<file path="src/rtl/retire_trace_buffer_pkg.sv">
// Shared types for the retirement trace buffer: trace-entry layout, drain FSM states and
// default sizing. Entry data fields are TrXlen wide, so the top-level XLEN must match it.
package retire_trace_buffer_pkg;

   localparam int unsigned TrDepth = 8;
   localparam int unsigned TrXlen  = 32;

   typedef enum logic [1:0] {
      StRun   = 2'd0,
      StDrain = 2'd1,
      StDone  = 2'd2
   } state_e;

   typedef struct packed {
      logic [31:0]       seq;
      logic [TrXlen-1:0] pc;
      logic [31:0]       instr;
      logic [4:0]        rd;
      logic              rd_we;
      logic [TrXlen-1:0] rd_data;
      logic              mem_we;
      logic [TrXlen-1:0] mem_addr;
      logic [TrXlen-1:0] mem_data;
   } trace_entry_t;

endpackage

</file>
<file path="src/rtl/retire_trace_buffer_trace_fifo.sv">
// First-word-fall-through FIFO of trace entries; the head entry is visible the edge it is
// written. A push while full is accepted only when a pop happens on the same edge.
module trace_fifo
   import retire_trace_buffer_pkg::*;
#(
   parameter int unsigned DEPTH = TrDepth,
   localparam int unsigned AW   = $clog2(DEPTH),
   localparam int unsigned CW   = AW + 1
) (
   input  logic         clk,
   input  logic         rst,
   input  logic         push_i,
   input  trace_entry_t data_i,
   input  logic         pop_i,
   output trace_entry_t data_o,
   output logic         full_o,
   output logic         empty_o,
   output logic [CW-1:0] count_o
);

   trace_entry_t  mem_q [DEPTH];
   logic [AW-1:0] wr_ptr_q, rd_ptr_q;
   logic [CW-1:0] count_q;
   logic          do_push, do_pop;

   always_comb begin
      empty_o = (count_q == '0);
      full_o  = (count_q == CW'(DEPTH));
      do_pop  = pop_i & ~empty_o;
      do_push = push_i & (~full_o | do_pop);
      data_o  = mem_q[rd_ptr_q];
      count_o = count_q;
   end

   // Pointers wrap naturally because DEPTH is a power of two.
   always_ff @(posedge clk or negedge rst) begin
      if (!rst) begin
         wr_ptr_q <= '0;
         rd_ptr_q <= '0;
         count_q  <= '0;
      end else begin
         if (do_push) wr_ptr_q <= wr_ptr_q + AW'(1);
         if (do_pop)  rd_ptr_q <= rd_ptr_q + AW'(1);
         count_q <= count_q + CW'(do_push) - CW'(do_pop);
      end
   end

   always_ff @(posedge clk) begin
      if (do_push) mem_q[wr_ptr_q] <= data_i;
   end

endmodule

</file>
<file path="src/rtl/retire_trace_buffer.sv">
// Captures retiring instructions into a trace FIFO with a sequence number, counts drops,
// and drains the remaining entries after a CPU halt.
module retire_trace_buffer
   import retire_trace_buffer_pkg::*;
#(
   parameter int unsigned DEPTH = TrDepth,
   parameter int unsigned XLEN  = TrXlen,
   localparam int unsigned CW   = $clog2(DEPTH) + 1
) (
   input  logic            clk,
   input  logic            rst,
   input  logic            wb_valid_i,
   input  logic [XLEN-1:0] wb_pc_i,
   input  logic [31:0]     wb_instr_i,
   input  logic [4:0]      wb_rd_i,
   input  logic            wb_rd_we_i,
   input  logic [XLEN-1:0] wb_rd_data_i,
   input  logic            wb_mem_we_i,
   input  logic [XLEN-1:0] wb_mem_addr_i,
   input  logic [XLEN-1:0] wb_mem_data_i,
   input  logic            halt_in_i,
   output logic            tr_valid_o,
   input  logic            tr_ready_i,
   output logic [31:0]     tr_seq_o,
   output logic [XLEN-1:0] tr_pc_o,
   output logic [31:0]     tr_instr_o,
   output logic [4:0]      tr_rd_o,
   output logic            tr_rd_we_o,
   output logic [XLEN-1:0] tr_rd_data_o,
   output logic            tr_mem_we_o,
   output logic [XLEN-1:0] tr_mem_addr_o,
   output logic [XLEN-1:0] tr_mem_data_o,
   output logic            tr_last_o,
   output logic [CW-1:0]   count_o,
   output logic            overflow_o,
   output logic            drained_o
);

   state_e        state_q, state_d;
   logic [31:0]   seq_q, seq_d;
   logic          overflow_q, overflow_d;
   logic          in_run, push, pop;
   logic          fifo_full, fifo_empty;
   logic [CW-1:0] fifo_count, count_next;
   trace_entry_t  wr_entry, rd_entry;

   always_comb begin
      in_run = (state_q == StRun);
      pop    = tr_ready_i & ~fifo_empty;
      push   = in_run & wb_valid_i & (~fifo_full | pop);

      wr_entry          = '0;
      wr_entry.seq      = seq_q;
      wr_entry.pc       = wb_pc_i;
      wr_entry.instr    = wb_instr_i;
      wr_entry.rd       = wb_rd_i;
      wr_entry.rd_we    = wb_rd_we_i & (wb_rd_i != 5'd0);
      wr_entry.rd_data  = wb_rd_data_i;
      wr_entry.mem_we   = wb_mem_we_i;
      wr_entry.mem_addr = wb_mem_addr_i;
      wr_entry.mem_data = wb_mem_data_i;

      // Sequence advances on every retirement seen in RUN, captured or dropped.
      seq_d      = (in_run & wb_valid_i) ? seq_q + 32'd1 : seq_q;
      overflow_d = overflow_q | (in_run & wb_valid_i & ~push);
      count_next = fifo_count + CW'(push) - CW'(pop);

      state_d = state_q;
      case (state_q)
         StRun:   if (halt_in_i) state_d = (count_next == '0) ? StDone : StDrain;
         StDrain: if (count_next == '0) state_d = StDone;
         StDone:  state_d = StDone;
         default: state_d = StRun;
      endcase
   end

   always_ff @(posedge clk or negedge rst) begin
      if (!rst) begin
         state_q    <= StRun;
         seq_q      <= '0;
         overflow_q <= 1'b0;
      end else begin
         state_q    <= state_d;
         seq_q      <= seq_d;
         overflow_q <= overflow_d;
      end
   end

   trace_fifo #(
      .DEPTH (DEPTH)
   ) u_fifo (
      .clk     (clk),
      .rst     (rst),
      .push_i  (push),
      .data_i  (wr_entry),
      .pop_i   (pop),
      .data_o  (rd_entry),
      .full_o  (fifo_full),
      .empty_o (fifo_empty),
      .count_o (fifo_count)
   );

   always_comb begin
      tr_valid_o    = ~fifo_empty;
      tr_seq_o      = rd_entry.seq;
      tr_pc_o       = rd_entry.pc;
      tr_instr_o    = rd_entry.instr;
      tr_rd_o       = rd_entry.rd;
      tr_rd_we_o    = rd_entry.rd_we;
      tr_rd_data_o  = rd_entry.rd_data;
      tr_mem_we_o   = rd_entry.mem_we;
      tr_mem_addr_o = rd_entry.mem_addr;
      tr_mem_data_o = rd_entry.mem_data;
      tr_last_o     = (state_q == StDrain) && (fifo_count == CW'(1));
      count_o       = fifo_count;
      overflow_o    = overflow_q;
      drained_o     = (state_q == StDone);
   end

endmodule

</file>
<file path="config.mk">
export PLATFORM = sky130hd
export DESIGN_NAME = retire_trace_buffer
export DESIGN_NICKNAME = d
export VERILOG_FILES = /design/src/rtl/retire_trace_buffer_pkg.sv /design/src/rtl/retire_trace_buffer_trace_fifo.sv /design/src/rtl/retire_trace_buffer.sv
export SDC_FILE = /design/constraint.sdc
export NUM_CORES = 2
export LEC_CHECK = 0
export CAP_MARGIN = 20
export CORE_MARGIN = 5
export CORE_UTILIZATION = 52
export DETAILED_ROUTE_END_ITERATION = 8
export GPL_TIMING_DRIVEN = 0
export PLACE_DENSITY = 0.8
export SYNTH_ARGS = -nofsm -noshare
export SYNTH_HDL_FRONTEND = slang
export SYNTH_SLANG_ARGS = --single-unit
</file>
<file path="constraint.sdc">
create_clock -name clk -period 50 [get_ports clk]
set_clock_uncertainty 0.05 [all_clocks]
set_input_delay 12.5 -clock clk [delete_from_list [all_inputs] [get_ports clk]]
set_output_delay 12.5 -clock clk [all_outputs]
set_load 0.05 [all_outputs]
</file>
==> out/qor.yml <==
outcome:
  run_status: "complete, no violations"
sta:
  finalCritPeriodShare_pct: 34.2
  setup_ws_ps: 32910
  final_max_slew_viol_count: 0
  max_clock_freq_mhz: 58.5
  rsz0062_at_grt: "no"
  fin_setup_tns_ps: 0
  tightest_slew_ps: 999
  hold_viol: 0
  hold_slack_ps: 435
  relSlewSlack_pct: 33.4
  setup_viol_count_final: 0
  min_period_ps: 17090
drt:
  vias: 29000
  first_pass_iters: 6
  wl_per_cell_um: 28.4
  viasPerCell: 5.99
  post-route-drc-count: 0
  drt_iter0_drc: 2937
  drt-total-wl_mm: 138
  drtAntennaViolNets: 0
yosys:
  synth-main-ff-cell: "edfxtp_1"
  syn-cell-area_um2: 62000
  seq_area_frac_synth_pct: 79.0
  synthTopCellsByCount: "1592 x edfxtp_1, 398 x mux4_2, 203 x mux2_2"
  yosysUniqueCellTypes: 46
  synth.avg_cell_area_um2: 24.5
  synthArstFlopShare_pct: 2.75
  synth_seq_cells: 1637
  ys_top_cells_by_area: "edfxtp_1 77%, mux4_2 14%, mux2_2 3.7%"
  synth-edff-count: 1592
  syn_inst: 2532
  ys.warnings.count: 0
  synth_top_area_share_pct: 77.2
  synth_nets: 2720
  synth_top_area_cell: "edfxtp_1"
  synth_most_common_cell: "edfxtp_1"
clocking:
  cts_made_buffers: 159
  cts_tree: "yes"
  postCtsHoldBufs: 0
  ctsHtreeMaxLevel: 4
  clk_pin_slew_ps: 60
  clk_latency_ps: 780
  cts_setup_buffers: 0
  cts_root_buf: "clkbuf_16"
  cts_buffer_depth: 3
  cts_sinks: 1637
  cts_resized: 0
floorplanning:
  dieWidth_um: 355
  io_pins: 379
  start_util_pct: 52.4
  rows: 126
  dieArea_um2: 126000
  die_y_um: 355
  core_um2: 118000
global_route:
  antenna_found_initial: 10
  grt_pass1_vias: 30600
  gr-total-overflow: 0
  grt_usage_pct: 22.0
  grt_first_pass_wirelength_mm: 204
  grt_max_degree: 28
placed_design:
  routabilityCongestion: 0.732
  dp_slack_ps: 33350
  portBuffers: 378
  hpwlAfterDp_mm: 86.5
  placed_area_um2: 69400
  placed_cells_incl_taps: 4551
cells_and_area:
  postLayoutCellArea_um2: 74600
  nets: 3365
  syn_to_final_growth_pct: 20.4
  drive_above_1_share_pct: 30.1
  utilization_pct: 63.1
  fin_cells: 4845
hold_path:
  hold_path_depth: 1
  hold_class: "reg -> reg"
power:
  ir_drop_uv: 51.9
  p_per_area_nw_per_um2: 62.6
  total_power_mw: 4.67
  p_leak_nw: 23.8
worst_setup_path:
  path_class: "reg -> out"
  worstSetupStartpointType: "register"
  cp.required_ps: 37450
  cp-end-kind: "primary output"
  worstRegToRegCells: 13
  worstPathArrival_ps: 4540
  crit_path_max_fanout: 10
flow_run:
  cap_viol_max_count: 0
==> final cells by class <==
class	instances	area, um2
sequential	1637	48900
fill	7618	43600
multi-input combinational	759	12500
timing repair buffer	484	5510
clock buffer	204	4240
tap	1536	1920
clock inverter	80	882
buffer	118	518
inverter	18	67.6
antenna	9	22.5
==> where the power goes <==
| group | internal [mW] | total, mW | switching [mW] |
|---|---|---|---|
| Combinational | 0.716 | 1.82 | 1.10 |
| Sequential | 1.64 | 1.68 | 0.0369 |
| Clock | 0.678 | 1.17 | 0.495 |
| Total | 3.04 | 4.67 | 1.63 |
==> logic make-up after synthesis <==
kind of cell	count (synthesis)	synth area share [%]
and+or+nand+nor	88	0.846
buffers and inverters	136	0.943
AOI/OAI and AO/OA	16	0.194
adders and majority gates	16	0.347
muxes	601	18.2
xor gates and xnor gates	38	0.537
DFF	1637	79.0
==> metal layers <==
metal	vias up	share of wire [%]	track usage (%)
met2	1171	51	36.7
met4	8	2.5	6.38
li1	12100	-	-
met3	211	7.5	4.83
met1	15500	39	29.6
met5	-	0.038	0
==> critical path, stage by stage (launching register included) <==
cell	delay (ps)
dfrtp_1	410
buf_2	450
clkbuf_1	460
buf_8	220
clkbuf_1	650
mux4_2	410
mux2_2	280
clkdlybuf4s50_1	860
==> flip-flops by register name, summed over array words and instances, names as in the netlist <==
signal,cells
u_fifo.rd_ptr_q,3
u_fifo.mem_q,1592
seq_q,32
u_fifo.wr_ptr_q,3
u_fifo.count_o,4
state_q,2
overflow_o,1
==> layout by cell type, fill, tap and decap left out, types with 6 or more instances in the layout <==
cell type	count
inv_1	18
mux4_2	398
mux2_2	203
buf_8	8
clkbuf_1	93
nand2b_1	6
nor3_1	9
clkinv_1	27
clkinv_2	18
buf_16	7
buf_12	46
clkinv_8	7
bufinv_16	15
buf_6	45
xnor2_1	12
edfxtp_1	1592
dfrtp_1	45
xor2_1	26
diode_2	9
nand2_1	15
nor2_1	7
nor2_4	6
clkinvlp_4	7
buf_2	45
buf_1	15
nor4_1	6
ha_1	14
clkbuf_16	161
nand3_1	10
clkdlybuf4s50_1	377
==> final timing paths <==
kind,from,end,slack [ps]
setup / recovery,u_fifo.rd_ptr_q[1],tr_pc_o[16],32910
hold / removal,overflow_o,overflow_o,430
setup reg to reg,state_q[0],u_fifo.mem_q[1][74],45550
hold reg to reg,overflow_o,overflow_o,430
max in group asynchronous,rst,seq_q[29],37690
min in group asynchronous,rst,seq_q[6],11640
No activity file was read; power rests on OpenSTA's default activity.
